`src/rtl/cam_pkg.sv`:
```
// Shared definitions for the camera view scheduler.
// Contents: view index width and view count, the scheduler state encoding,
// and shortest_dir(), which picks the wrap-around direction toward a target view.
package cam_pkg;

  localparam int OFFSET_W  = 6;
  localparam int NUM_VIEWS = 2 ** OFFSET_W;

  localparam logic [OFFSET_W-1:0] OFF_HALF  = OFFSET_W'(NUM_VIEWS / 2);
  localparam logic [OFFSET_W-1:0] OFF_PLUS  = {{(OFFSET_W-1){1'b0}}, 1'b1};
  localparam logic [OFFSET_W-1:0] OFF_MINUS = {OFFSET_W{1'b1}};

  typedef enum logic [1:0] {
    ST_IDLE   = 2'd0,
    ST_MANUAL = 2'd1,
    ST_GOTO   = 2'd2,
    ST_AUTO   = 2'd3
  } cam_state_e;

  // Returns +1 or -1: the direction of the shortest path around the ring.
  // When the target is exactly half the ring away, +1 is chosen.
  function automatic logic signed [1:0] shortest_dir(
    input logic [OFFSET_W-1:0] cur,
    input logic [OFFSET_W-1:0] tgt
  );
    logic [OFFSET_W-1:0] diff;
    diff = tgt - cur;
    if (diff > OFF_HALF) begin
      return 2'sb11;
    end else begin
      return 2'sb01;
    end
  endfunction

endpackage

```
`src/rtl/cam_edge_detect.sv`:
```
// Registered rising-edge detector for one debounced button level.
// Ports: clk, rst_n (async active-low), i_level (button level),
//        o_rise (1-cycle pulse, one cycle after the level is first seen high).
// The history register resets to 1, so a level already high when reset
// is released does not count as a press.
module cam_edge_detect (
  input  logic clk,
  input  logic rst_n,
  input  logic i_level,
  output logic o_rise
);

  logic r_prev;
  logic r_rise;

  // Level history and registered edge pulse.
  always_ff @(posedge clk or negedge rst_n) begin
    if (!rst_n) begin
      r_prev <= 1'b1;
      r_rise <= 1'b0;
    end else begin
      r_prev <= i_level;
      r_rise <= i_level & ~r_prev;
    end
  end

  assign o_rise = r_rise;

endmodule

```
`src/rtl/camera_view_scheduler.sv`:
```
// Camera view scheduler: arbitrates the virtual-camera view index between
// manual buttons, an auto-rotate timer and a host goto handshake. The view
// changes only on a vsync cycle, by at most one step per frame.
// Ports: clk, rst_n (async active-low), i_vsync (frame-start pulse),
//        i_left / i_right (button levels), i_auto_en (auto-rotate enable),
//        i_goto_valid / i_goto_offset / o_goto_ready (host target handshake),
//        o_camera_offset (current view), o_offset_update (view-changed pulse),
//        o_busy (manual backlog or goto in progress).
module camera_view_scheduler
  import cam_pkg::*;
#(
  parameter int AUTO_PERIOD = 30,
  parameter int PEND_MAX    = 7
) (
  input  logic                clk,
  input  logic                rst_n,
  input  logic                i_vsync,
  input  logic                i_left,
  input  logic                i_right,
  input  logic                i_auto_en,
  input  logic                i_goto_valid,
  input  logic [OFFSET_W-1:0] i_goto_offset,
  output logic                o_goto_ready,
  output logic [OFFSET_W-1:0] o_camera_offset,
  output logic                o_offset_update,
  output logic                o_busy
);

  localparam int PEND_W = $clog2(PEND_MAX + 1) + 1;
  localparam int PW     = PEND_W + 2;
  localparam int FCNT_W = $clog2(AUTO_PERIOD + 1) + 1;

  localparam logic signed [PW-1:0] P_MAX  = PW'(PEND_MAX);
  localparam logic signed [PW-1:0] P_MIN  = -P_MAX;
  localparam logic signed [PW-1:0] P_ONE  = {{(PW-1){1'b0}}, 1'b1};
  localparam logic signed [PW-1:0] P_NEG1 = {PW{1'b1}};
  localparam logic signed [PW-1:0] P_NONE = {PW{1'b0}};
  localparam logic [FCNT_W-1:0] FCNT_LAST = FCNT_W'(AUTO_PERIOD - 1);
  localparam logic [FCNT_W-1:0] FCNT_ONE  = {{(FCNT_W-1){1'b0}}, 1'b1};

  cam_state_e                 r_state;
  logic [OFFSET_W-1:0]        r_offset;
  logic [OFFSET_W-1:0]        r_target;
  logic                       r_update;
  logic signed [PEND_W-1:0]   r_pend;
  logic [FCNT_W-1:0]          r_frame_cnt;

  logic                       w_rise_l;
  logic                       w_rise_r;
  logic                       w_ready;
  logic                       w_accept;
  logic                       w_pend_nz;
  logic signed [PW-1:0]       w_p_ext;
  logic signed [PW-1:0]       w_delta;
  logic signed [PW-1:0]       w_toward;
  logic signed [PEND_W-1:0]   w_pend_edge;
  logic signed [PEND_W-1:0]   w_pend_vs;
  logic signed [1:0]          w_dir;
  logic [OFFSET_W-1:0]        w_goto_step;
  logic [OFFSET_W-1:0]        w_man_step;

  function automatic logic signed [PEND_W-1:0] sat_pend(input logic signed [PW-1:0] v);
    if (v > P_MAX) begin
      return P_MAX[PEND_W-1:0];
    end else if (v < P_MIN) begin
      return P_MIN[PEND_W-1:0];
    end else begin
      return v[PEND_W-1:0];
    end
  endfunction

  cam_edge_detect u_edge_left  (.clk(clk), .rst_n(rst_n), .i_level(i_left),  .o_rise(w_rise_l));
  cam_edge_detect u_edge_right (.clk(clk), .rst_n(rst_n), .i_level(i_right), .o_rise(w_rise_r));

  assign w_ready   = (r_state != ST_GOTO);
  assign w_accept  = i_goto_valid & w_ready;
  assign w_pend_nz = (r_pend != {PEND_W{1'b0}});

  // Backlog arithmetic: new edges, plus the one-toward-zero move on a manual step.
  always_comb begin
    w_p_ext = {{2{r_pend[PEND_W-1]}}, r_pend};
    case ({w_rise_r, w_rise_l})
      2'b10:   w_delta = P_ONE;
      2'b01:   w_delta = P_NEG1;
      default: w_delta = P_NONE;
    endcase
    if (w_p_ext > P_NONE) begin
      w_toward = P_NEG1;
    end else if (w_p_ext < P_NONE) begin
      w_toward = P_ONE;
    end else begin
      w_toward = P_NONE;
    end
    w_pend_edge = sat_pend(w_p_ext + w_delta);
    w_pend_vs   = sat_pend(w_p_ext + w_toward + w_delta);
  end

  // Step values for the goto path and the manual backlog sign.
  always_comb begin
    w_dir       = shortest_dir(r_offset, r_target);
    w_goto_step = {{(OFFSET_W-1){w_dir[1]}}, 1'b1};
    if (r_pend[PEND_W-1]) begin
      w_man_step = OFF_MINUS;
    end else begin
      w_man_step = OFF_PLUS;
    end
  end

  // Scheduler FSM with backlog, frame counter and offset register.
  always_ff @(posedge clk or negedge rst_n) begin
    if (!rst_n) begin
      r_state     <= ST_IDLE;
      r_offset    <= {OFFSET_W{1'b0}};
      r_target    <= {OFFSET_W{1'b0}};
      r_update    <= 1'b0;
      r_pend      <= {PEND_W{1'b0}};
      r_frame_cnt <= {FCNT_W{1'b0}};
    end else begin
      r_update    <= 1'b0;
      r_pend      <= w_pend_edge;
      r_frame_cnt <= {FCNT_W{1'b0}};
      case (r_state)
        ST_IDLE: begin
          if (w_accept) begin
            r_target <= i_goto_offset;
            r_pend   <= {PEND_W{1'b0}};
            r_state  <= ST_GOTO;
          end else if (w_pend_nz) begin
            r_state <= ST_MANUAL;
          end else if (i_auto_en) begin
            r_state <= ST_AUTO;
          end else begin
            r_state <= ST_IDLE;
          end
        end
        ST_MANUAL: begin
          if (w_accept) begin
            r_target <= i_goto_offset;
            r_pend   <= {PEND_W{1'b0}};
            r_state  <= ST_GOTO;
          end else if (!w_pend_nz) begin
            r_state <= i_auto_en ? ST_AUTO : ST_IDLE;
          end else if (i_vsync) begin
            r_offset <= r_offset + w_man_step;
            r_update <= 1'b1;
            r_pend   <= w_pend_vs;
          end else begin
            r_state <= ST_MANUAL;
          end
        end
        ST_GOTO: begin
          // Button edges arriving while a goto is in flight are discarded.
          r_pend <= {PEND_W{1'b0}};
          if (r_offset == r_target) begin
            r_state <= i_auto_en ? ST_AUTO : ST_IDLE;
          end else if (i_vsync) begin
            r_offset <= r_offset + w_goto_step;
            r_update <= 1'b1;
          end else begin
            r_state <= ST_GOTO;
          end
        end
        ST_AUTO: begin
          if (w_accept) begin
            r_target <= i_goto_offset;
            r_pend   <= {PEND_W{1'b0}};
            r_state  <= ST_GOTO;
          end else if (w_pend_nz) begin
            r_state <= ST_MANUAL;
          end else if (!i_auto_en) begin
            r_state <= ST_IDLE;
          end else if (i_vsync) begin
            if (r_frame_cnt == FCNT_LAST) begin
              r_offset <= r_offset + OFF_PLUS;
              r_update <= 1'b1;
            end else begin
              r_frame_cnt <= r_frame_cnt + FCNT_ONE;
            end
          end else begin
            r_frame_cnt <= r_frame_cnt;
          end
        end
        default: begin
          r_state <= ST_IDLE;
        end
      endcase
    end
  end

  assign o_goto_ready    = w_ready;
  assign o_camera_offset = r_offset;
  assign o_offset_update = r_update;
  assign o_busy          = (r_state == ST_MANUAL) || (r_state == ST_GOTO);

endmodule

```
`config.mk`:
```
export PLATFORM = sky130hd
export DESIGN_NAME = camera_view_scheduler
export DESIGN_NICKNAME = d
export VERILOG_FILES = /design/src/rtl/cam_pkg.sv /design/src/rtl/cam_edge_detect.sv /design/src/rtl/camera_view_scheduler.sv
export SDC_FILE = /design/constraint.sdc
export NUM_CORES = 1
export LEC_CHECK = 0
export CAP_MARGIN = 20
export CORE_MARGIN = 2
export CORE_UTILIZATION = 48
export DETAILED_ROUTE_END_ITERATION = 8
export HOLD_SLACK_MARGIN = 0.02
export PLACE_DENSITY = 0.76
export SLEW_MARGIN = 20
export SYNTH_ARGS = -nofsm -noshare
export SYNTH_HDL_FRONTEND = slang
export SYNTH_SLANG_ARGS = --single-unit
export TNS_END_PERCENT = 10
```
`constraint.sdc`:
```
create_clock -name clk -period 4.12 [get_ports clk]
set_input_delay 0.412 -clock clk [delete_from_list [all_inputs] [get_ports clk]]
set_output_delay 0.412 -clock clk [all_outputs]
set_load 0.05 [all_outputs]
```
=== Word level (Yosys, flattened, before mapping) ===
Index checks and enable logic that the tools add are counted.

* Register bits after elaboration: 29
* Input port bits: 13
* Output and inout bits: 9
* Logic and storage cells: 114

* Add/sub/neg operators: 8
* $lt $le $gt $ge: 7
* Equality and inequality tests: 22
* Mux-type cells: 53
* Bitwise operators: 5
* Reduce and logical (&&, ||, !) cells: 9

{| class="wikitable"
|+ Operators with widths
! cell !! count
|-
| 6-bit 2-to-1 mux || 18
|-
| 4-bit 2-to-1 mux || 8
|-
| 2-bit 2-to-1 mux || 12
|-
| 2-bit inequality test, second input constant || 11
|-
| 6-bit adder || 3
|-
| 6-bit case mux with 3 select lines || 1
|-
| 4-bit by 6-bit adder with 6-bit output || 2
|-
| 6-bit by 1-bit adder with 6-bit output, second input constant || 2
|-
| 6-bit by 4-bit > comparator with 1-bit output, second input constant || 2
|-
| 6-bit by 4-bit less-than comparator with 1-bit output, second input constant || 2
|-
| 4-bit case mux with 3 select lines || 1
|-
| 6-bit case mux with 2 select lines || 1
|-
| 11-bit AND reduction || 1
|-
| 1-bit 2-to-1 mux || 10
|-
| 4-bit inequality test, second input constant || 2
|-
| 2-bit case mux with 4 select lines || 1
|-
| 2-bit == test, second input constant || 3
|-
| 6-bit by 5-bit == test with 1-bit output, second input constant || 1
|-
| 6-bit == test || 1
|-
| 6-bit > comparator, second input constant || 1
|-
| 6-bit subtractor || 1
|-
| 5-bit inequality test, second input constant || 1
|-
| 2-bit by 1-bit == test with 1-bit output, second input constant || 2
|-
| 4-bit by 1-bit > comparator with 1-bit output, second input constant || 1
|-
| other kinds (13) || 16
|}

=== Longest topological paths before layout ===
Gate-level depths: netlist of the first run.

* Depth after elaboration: 12
* Gate-level depth with buffers: 16
* Gate-level depth less buffers: 16

=== Cells and area by module ===
Synthesis of the first run repeated with hierarchy kept, for this count alone.

* Cells, all modules: 263
* Area, all modules: 2348.5 sq um

{| class="wikitable"
|+ By module, submodules not included
! module !! times used !! cells each !! area each (sq um) !! seq. area each (sq um)
|-
| camera_view_scheduler || 1 || 257 || 2218.4 || 625.6
|-
| cam_edge_detect || 2 || 3 || 65.1 || 51.3
|}

=== Least setup slack after synthesis of the first run ===
No wires, ideal clock.

* Path kind: register to register
* Start point: register r_offset[0], in the netlist o_camera_offset[0]
* End point: register r_offset[5], in the netlist o_camera_offset[5]
* Library setup time: 71 ps
* Arrival time: 3691 ps
* Data required time: 4049 ps
* Path slack: 358 ps
* Stages on the path, launching flop included: 16
* Path buffers: 0
* Clock period less this slack: 3762 ps
* Cell sequence: dfrtp_1 -> ha_1 -> fa_1 -> nand2b_1 -> a21oi_1 -> xnor2_1 -> a32oi_1 -> nand2_1 -> nand2_1 -> ha_1 -> a211oi_1 -> o21bai_1 -> a21oi_1 -> mux2_2 -> o211a_1 -> nand4_1

* Longest elaborated chain between the ends: 7
* Elaborated cells between the ends (all ways): 20
* Those cells by class: add/sub (4); order compare (1); eq/ne (2); mux (12); reduce/logical (1)

{| class="wikitable"
|+ RTL lines
! item !! RTL line !! text
|-
| from (decl) || camera_view_scheduler.sv:42 || <nowiki>logic [OFFSET_W-1:0] r_offset;</nowiki>
|-
| from (signal assigned) || camera_view_scheduler.sv:113 || <nowiki>r_offset <= {OFFSET_W{1'b0}};</nowiki>
|-
| from (signal assigned) || camera_view_scheduler.sv:144 || <nowiki>r_offset <= r_offset + w_man_step;</nowiki>
|-
| from (signal assigned) || camera_view_scheduler.sv:157 || <nowiki>r_offset <= r_offset + w_goto_step;</nowiki>
|-
| 6-bit subtractor or 6-bit by 1-bit adder with 6-bit output (tied branches) || cam_pkg.sv:27, camera_view_scheduler.sv:174 ||
|-
| 6-bit > comparator or 6-bit 2-to-1 mux (tied branches) || cam_pkg.sv:28, camera_view_scheduler.sv:173 ||
|-
| 2-bit 2-to-1 mux or 6-bit 2-to-1 mux (tied branches) || cam_pkg.sv:28, camera_view_scheduler.sv:172 ||
|-
| 6-bit adder or 6-bit 2-to-1 mux (tied branches) || camera_view_scheduler.sv:157, camera_view_scheduler.sv:170 ||
|-
| 6-bit 2-to-1 mux, on equally long branches || camera_view_scheduler.sv:156, camera_view_scheduler.sv:168 ||
|-
| 6-bit 2-to-1 mux, on equally long branches || camera_view_scheduler.sv:154, camera_view_scheduler.sv:164 ||
|-
| 6-bit case mux with 3 select lines || camera_view_scheduler.sv:122 || <nowiki>case (r_state)</nowiki>
|}

Several ways; a longest one is shown, not always the timed one. The select of a mux whose other input is x is not followed.
A chain may end at the register's enable or synchronous reset.

=== Worst setup path in the final report of the first run ===
Ends and elaborated chain as after synthesis.

==> metrics.md, run 1 <==
| Metric | Value |
|---|---|
| N_diodes | `0` |
| Worst Tran Pin Value | `503 ps` |
| Max_cap viols | `0` |
| Min-delay src | `r_target[3]` |
| Min-Delay Path Depth | `2` |
| Final Non-Filler Cells | `359` |
| Post-route setup TNS | `0 ps` |
| Critical Path RT | `4340 ps` |
| Initial DRC count | `123` |
| Period utilization | `92.2%` |
| Synth Area in Compound Gates | `19.8%` |
| Worst slew margin | `66.4%` |
| Fin crit period | `3800 ps` |
| Worst-skew pair later-pin latency | `280 ps` |
| Final net count | `334` |
| Post-synth net total | `311` |
| Adder-Cell Fraction of Synth Area | `17.3%` |
| FF-to-FF Start | `o_camera_offset[0]` |
| Synth Flop Type | `dfrtp_1` |
| R2R Path End | `o_camera_offset[5]` |
| Post-synth top area share | `28.3%` |
| Wire per inst | `13.7 microns` |
| Area of the multi-input gates | `1560 sq um` |
| First-pass GRT wire length | `8540 microns` |
| Startpoint Class | `flop` |
| Via-to-Cell Ratio | `5.56` |
| CTS sink cnt | `29` |
| Yosys warns | `0` |
| Worst Setup End Kind | `flop` |
| Die W | `74.6 microns` |
| TritonCTS clock tree | `built` |
| DRC viols | `0` |
| Critical path class | `reg2reg` |
| Storage cell area | `728 sq um` |
| CTS Hold Buffers Added | `0` |
| EDFF count, synth | `0` |
| Total Wirelength | `4940 microns` |
| Post-synth cell types | `58` |
| Cell row count | `25` |
| Initial antenna violation count | `0` |
| Clock Path Buffers | `2` |
| Worst min-delay path class | `reg2reg` |
| Cts bufs inserted | `5` |
| FFs w/ async S/R, synth | `100%` |
| H-tree depth | `2` |
| DP Cell Count | `351` |
| Top post-synthesis cells by area | `dfrtp_1, ha_1, a21oi_1` |
| Initial Utilization | `50.3%` |
| Vias in the first global route | `1925` |
| Avg Inst Size Synth | `8.92 sq um` |
| Port Buf Inserts | `21` |
| Clock Pin Slew Worst Setup and Hold Paths | `70 ps` |
| Seq/Total Area, Yosys | `30.5%` |
| Crit-path max FO | `7` |
| Hold Vio Cnt, Final | `0` |
| First-pass detailed-route iteration total | `5` |
| Layout cells sized above 1 | `7.53%` |
| Root Driver | `clkbuf_8` |
| CORE AREA | `4750 sq um` |
| Total Routing Usage GR | `19.9%` |
| Synth Area in Simple Gates | `22.4%` |
| Worst reg2reg setup slack | `320 ps` |
| Die area | `5560 sq um` |
| Layout Area Growth over Synthesis | `14.8%` |
| Synthesis-stage register bit count | `29` |
| Unrepaired setup endpoints after global routing | `no` |
| Post-Syn Instances | `268` |
| # setup viols final | `0` |
| Via count | `1995` |
| Clk_skew | `12.2 ps` |
| Largest family of logic cells by synthesized area | `simple AND/OR/NAND/NOR gates` |
| GPL Wtd Cong | `0.868` |
| Post-synth design cell area | `2390 sq um` |
| Cell taking the most area after synthesis | `dfrtp_1` |
| Post-route ant nets | `0` |
| Worst R2R Path Depth | `15` |
| Multiplexer area fraction after synthesis | `1.31%` |
| I/O pins | `22` |
| Xor and xnor fraction of the mapped netlist area | `4.40%` |
| WP data arrival | `4020 ps` |
| Slew Limit Fails | `0` |
| Fmax | `263 MHz` |
| Postcts setup bufs | `0` |
| Status | `finished, final reports clean` |
| Hold Crit Endpoint | `r_target[3]` |
| DP Wirelength | `3810 microns` |
| Remaining global-route overflow | `0` |
| FILL cells | `445` |
| Largest net degree at the start of global routing | `30` |
| Die height | `74.6 microns` |
-- cells in the final DEF, fill, tap and decap left out, types with 2 or more instances in the layout --
cell type	instances
o211ai_1	2
clkbuf_1	2
nand2b_1	4
nor2b_1	4
o22ai_1	2
o21ai_0	19
inv_1	16
nor4_4	2
a31oi_1	2
dfrtp_1	27
clkdlybuf4s50_1	21
nor3_1	7
dfstp_2	2
fa_1	5
or4_1	2
o211a_1	2
o21bai_1	2
xnor2_1	5
nand3_1	8
a21oi_1	22
clkbuf_8	6
nor3b_1	4
nand2_1	28
nor2_1	20
a21o_1	8
mux2i_1	2
xor2_1	7
a211oi_1	2
or3_1	2
and3_1	3
nand4_1	3
ha_1	25
-- cells in the mapped netlist (3+ instances only) --
cell type,n
dfrtp_1,27
xnor2_1,5
nand3_1,8
fa_1,5
nand4_1,3
o21ai_0,19
xor2_1,7
nand2_1,28
and3_1,3
nor2_1,20
nor3_1,7
nor3b_1,4
ha_1,25
nor2b_1,4
nand2b_1,4
a21o_1,8
a21oi_1,23
inv_1,16
-- worst max-delay path by stage --
stage,startpoint,slack [ps],to,cells past startpoint
final,o_camera_offset[0],320,o_camera_offset[5],15
after global routing,o_camera_offset[0],40,o_camera_offset[5],15
after CTS,o_camera_offset[0],210,o_camera_offset[5],15
after detailed placement,o_camera_offset[0],220,o_camera_offset[5],15
after global placement,o_camera_offset[0],360,o_camera_offset[5],15
after floorplan,o_camera_offset[0],360,o_camera_offset[5],15
-- timing repair --
action,4_1_cts,5_1_grt
endpoints found under the setup margin,0,1
hold endpoints to repair,0,0
resized for setup,0,1
-- layer usage --
layer	global-route usage, %	share of wire (%)
met1	25.2	44
met3	4.20	3.1
met5	0	0
met4	7.34	1.7
met2	33.6	51
-- kinds of logic after synthesis --
logic type               after synthesis
AO/OA/AOI/OAI                         74
XOR/XNOR                              12
multiplexers                           3
buffers and inverters                 23
AND/OR/NAND/NOR                       97
adder cells (fa/ha/maj)               30
flip-flops                            29
-- flip-flops by register name, summed over array words and instances (netlist names) --
signal,flops
r_target,6
r_pend,4
u_edge_right.r_prev,1
r_state,2
o_camera_offset,6
u_edge_right.o_rise,1
u_edge_left.r_prev,1
r_frame_cnt,6
u_edge_left.o_rise,1
o_offset_update,1
-- worst max-delay path, cell delays in order (launching register included) --
cell	delay (ps)
dfrtp_1	460
ha_1	260
fa_1	380
nand2b_1	170
a21oi_1	160
xnor2_1	80
a32oi_1	360
nand2_1	90
nand2_1	190
ha_1	290
a211oi_1	290
o21bai_1	140
a21oi_2	280
mux2_2	380
o211a_1	130
nand4_1	80
-- per-stage QoR --
stage	hold WS, ps	utilization [%]	instance area, sq um	worst slack [ps]
after floorplan	116	-	2390	358
after global placement	467	55.7	2650	357
after detailed placement	475	55.7	2650	219
after CTS	489	57.6	2740	207
after global routing	491	57.7	2740	38.8
final	483	57.7	2740	323
-- cell type report --
cell class / instances / area share [%]
Clock buffer: 8 / 3.28
Inverter: 17 / 2.33
Multi-Input combinational cell: 216 / 56.9
Sequential cell: 29 / 26.5
Tap cell: 67 / 3.06
Timing Repair Buffer: 22 / 7.93
Power of run 1 is left out: the tool's default activity adds up to more than one toggle a clock period on the data nets, which glitch-free logic cannot reach.
==> inputs of run 2 (changes only) <==
Settings changed: CELL_PAD_IN_SITES_DETAIL_PLACEMENT set to 0, CELL_PAD_IN_SITES_GLOBAL_PLACEMENT set to 1, CORE_UTILIZATION 48 to 44, PLACE_DENSITY 0.76 to 0.87.
==> run 2 against run 1 <==
  * Flip-flop and latch count stayed put
  * Fmax is 1.4% higher
  * Wire length is 2.9% lower
  * First-iteration DRC count is 5.7% lower
  * Sequential share of layout area is 0.39 points lower
  * Hold slack hardly changed
  * Die area is 8.6% higher
  * Count of clock-buffer cells in the layout is 2 lower
  * Core utilization is 3.9 points lower
  * Register-to-register slack better by 50 ps
  * Global-route usage is 2.5 points lower
  * Critical path depth stayed put
  * Critical path type unchanged
  * Largest cell class unchanged
==> metrics.md, run 2 (synthesis gave the netlist of run 1 again) <==
| Metric | Value |
|---|---|
| Post-route setup TNS | `0 ps` |
| Port Buf Inserts | `21` |
| Most frequent cells in the layout | `nand2_1, dfrtp_1, ha_1, a21oi_1, clkdlybuf4s50_1` |
| Cell row count | `26` |
| Max_cap viols | `0` |
| Worst Setup End Kind | `flop` |
| Clock Path Buffers | `2` |
| Most common cell after layout, fill and taps aside | `nand2_1` |
| Final Instance Area | `2790 sq um` |
| Fin crit period | `3740 ps` |
| GPL Wtd Cong | `0.851` |
| Worst min-delay path class | `reg2reg` |
| Hold Vio Cnt, Final | `0` |
| First-pass GRT wire length | `8400 microns` |
| Critical Path RT | `4340 ps` |
| Worst-skew pair later-pin latency | `280 ps` |
| Crit-path max FO | `7` |
| Layout cells sized above 1 | `8.56%` |
| Post-route ant nets | `0` |
| FILL cells | `475` |
| WP data arrival | `3960 ps` |
| Largest net degree at the start of global routing | `30` |
| Layout Area Growth over Synthesis | `16.5%` |
| Die height | `77.7 microns` |
| Area after DPL | `2650 sq um` |
| Via count | `1927` |
| Period utilization | `90.9%` |
| Die W | `77.7 microns` |
| Final net count | `334` |
| H-tree depth | `2` |
| Postcts setup bufs | `0` |
| Root Driver | `clkbuf_8` |
| Total Wirelength | `4790 microns` |
| Initial antenna violation count | `0` |
| CTS sink cnt | `29` |
| Total Routing Usage GR | `17.4%` |
| DRC viols | `0` |
| CP endpoint | `o_camera_offset[5]` |
| Cts bufs inserted | `5` |
| Vias in the first global route | `1810` |
| Wire per inst | `13.2 microns` |
| Status | `finished, final reports clean` |
| Worst Tran Pin Value | `504 ps` |
| Initial DRC count | `116` |
| Area of the multi-input gates | `1570 sq um` |
| Fmax | `267 MHz` |
| # setup viols final | `0` |
| Remaining global-route overflow | `0` |
| R2R Path End | `o_camera_offset[5]` |
| Worst R2R Path Depth | `15` |
| Clk_skew | `7.74 ps` |
| Critical path class | `reg2reg` |
| FF-to-FF Start | `o_camera_offset[0]` |
| TritonCTS clock tree | `built` |
| Initial Utilization | `46.2%` |
| Die area | `6040 sq um` |
| N_diodes | `0` |
| DP Wirelength | `3710 microns` |
| CORE AREA | `5170 sq um` |
| Unrepaired setup endpoints after global routing | `no` |
| Via-to-Cell Ratio | `5.32` |
| I/O pins | `22` |
| Worst reg2reg setup slack | `380 ps` |
| CP Launch Point | `o_camera_offset[0]` |
| Slew Limit Fails | `0` |
| Startpoint Class | `flop` |
| Storage cell area | `728 sq um` |
| Clock Pin Slew Worst Setup and Hold Paths | `70 ps` |
| First-pass detailed-route iteration total | `4` |
| Worst slew margin | `66.3%` |
[run 2: cell type report]
type,count,area share (%)
multi-input cells,216,56.3
flip-flops and latches,29,26.1
repair buffers,22,7.82
well taps,70,3.14
clock buffers,6,2.96
inverters,17,2.29
clock inverters,2,1.35
[run 2: metrics by stage]
step / util, % / hold slack [ps] / instances / setup WS (ps)
floorplan: - / 116 / 268 / 358
global placement: 51.3 / 466 / 354 / 338
detailed placement: 51.3 / 471 / 354 / 227
CTS: 53.6 / 487 / 362 / 205
global route: 53.8 / 518 / 362 / 21.6
finish: 53.8 / 483 / 362 / 376
[run 2: critical path, cell delays in order, from the launching register on]
cell and delay (ps):
dfrtp_1 470, ha_1 260, fa_1 380, nand2b_1 180
a21oi_1 160, xnor2_1 90, a32oi_2 300, nand2_1 90
nand2_1 180, ha_1 280, a211oi_1 280, o21bai_1 140
a21oi_2 290, mux2_2 380, o211a_1 120, nand4_1 80
[run 2: worst min-delay path by stage]
| stage | slack (ps) | from | depth (start not counted) | to |
|---|---|---|---|---|
| 6_report | 480 | r_target[2] | 2 | r_target[2] |
| 5_1_grt | 520 | u_edge_left.r_prev | 1 | u_edge_left.o_rise |
| 4_1_cts | 490 | r_target[2] | 2 | r_target[2] |
| 3_5_place_dp | 470 | r_target[2] | 2 | r_target[2] |
| 3_3_place_gp | 470 | u_edge_right.r_prev | 1 | u_edge_right.o_rise |
| 2_1_floorplan | 120 | rst_n | 0 | o_camera_offset[0] |
[run 2: timing repair]
action                     4_1_cts  5_1_grt
hold buffers                     0        0
gates resized for setup          0        2
setup endpoints to repair        0        1
[run 2: routing by layer]
metal / vias to the layer above / track usage [%] / part of all wire [%]
met5: - / 0 / 0
met3: 6 / 4.53 / 2.9
met4: 0 / 5.18 / 1.3
met2: 32 / 28.4 / 47
li1: 1007 / - / -
met1: 882 / 22.6 / 49
Power of run 2 is left out for the same reason.
==> inputs of run 3 (changes only) <==
Settings changed: TNS_END_PERCENT 10 to not set.
==> results of run 3 <==
Same layout as run 2: the final DEF is identical, and so are final timing and power.
Power of run 3 is left out for the same reason.
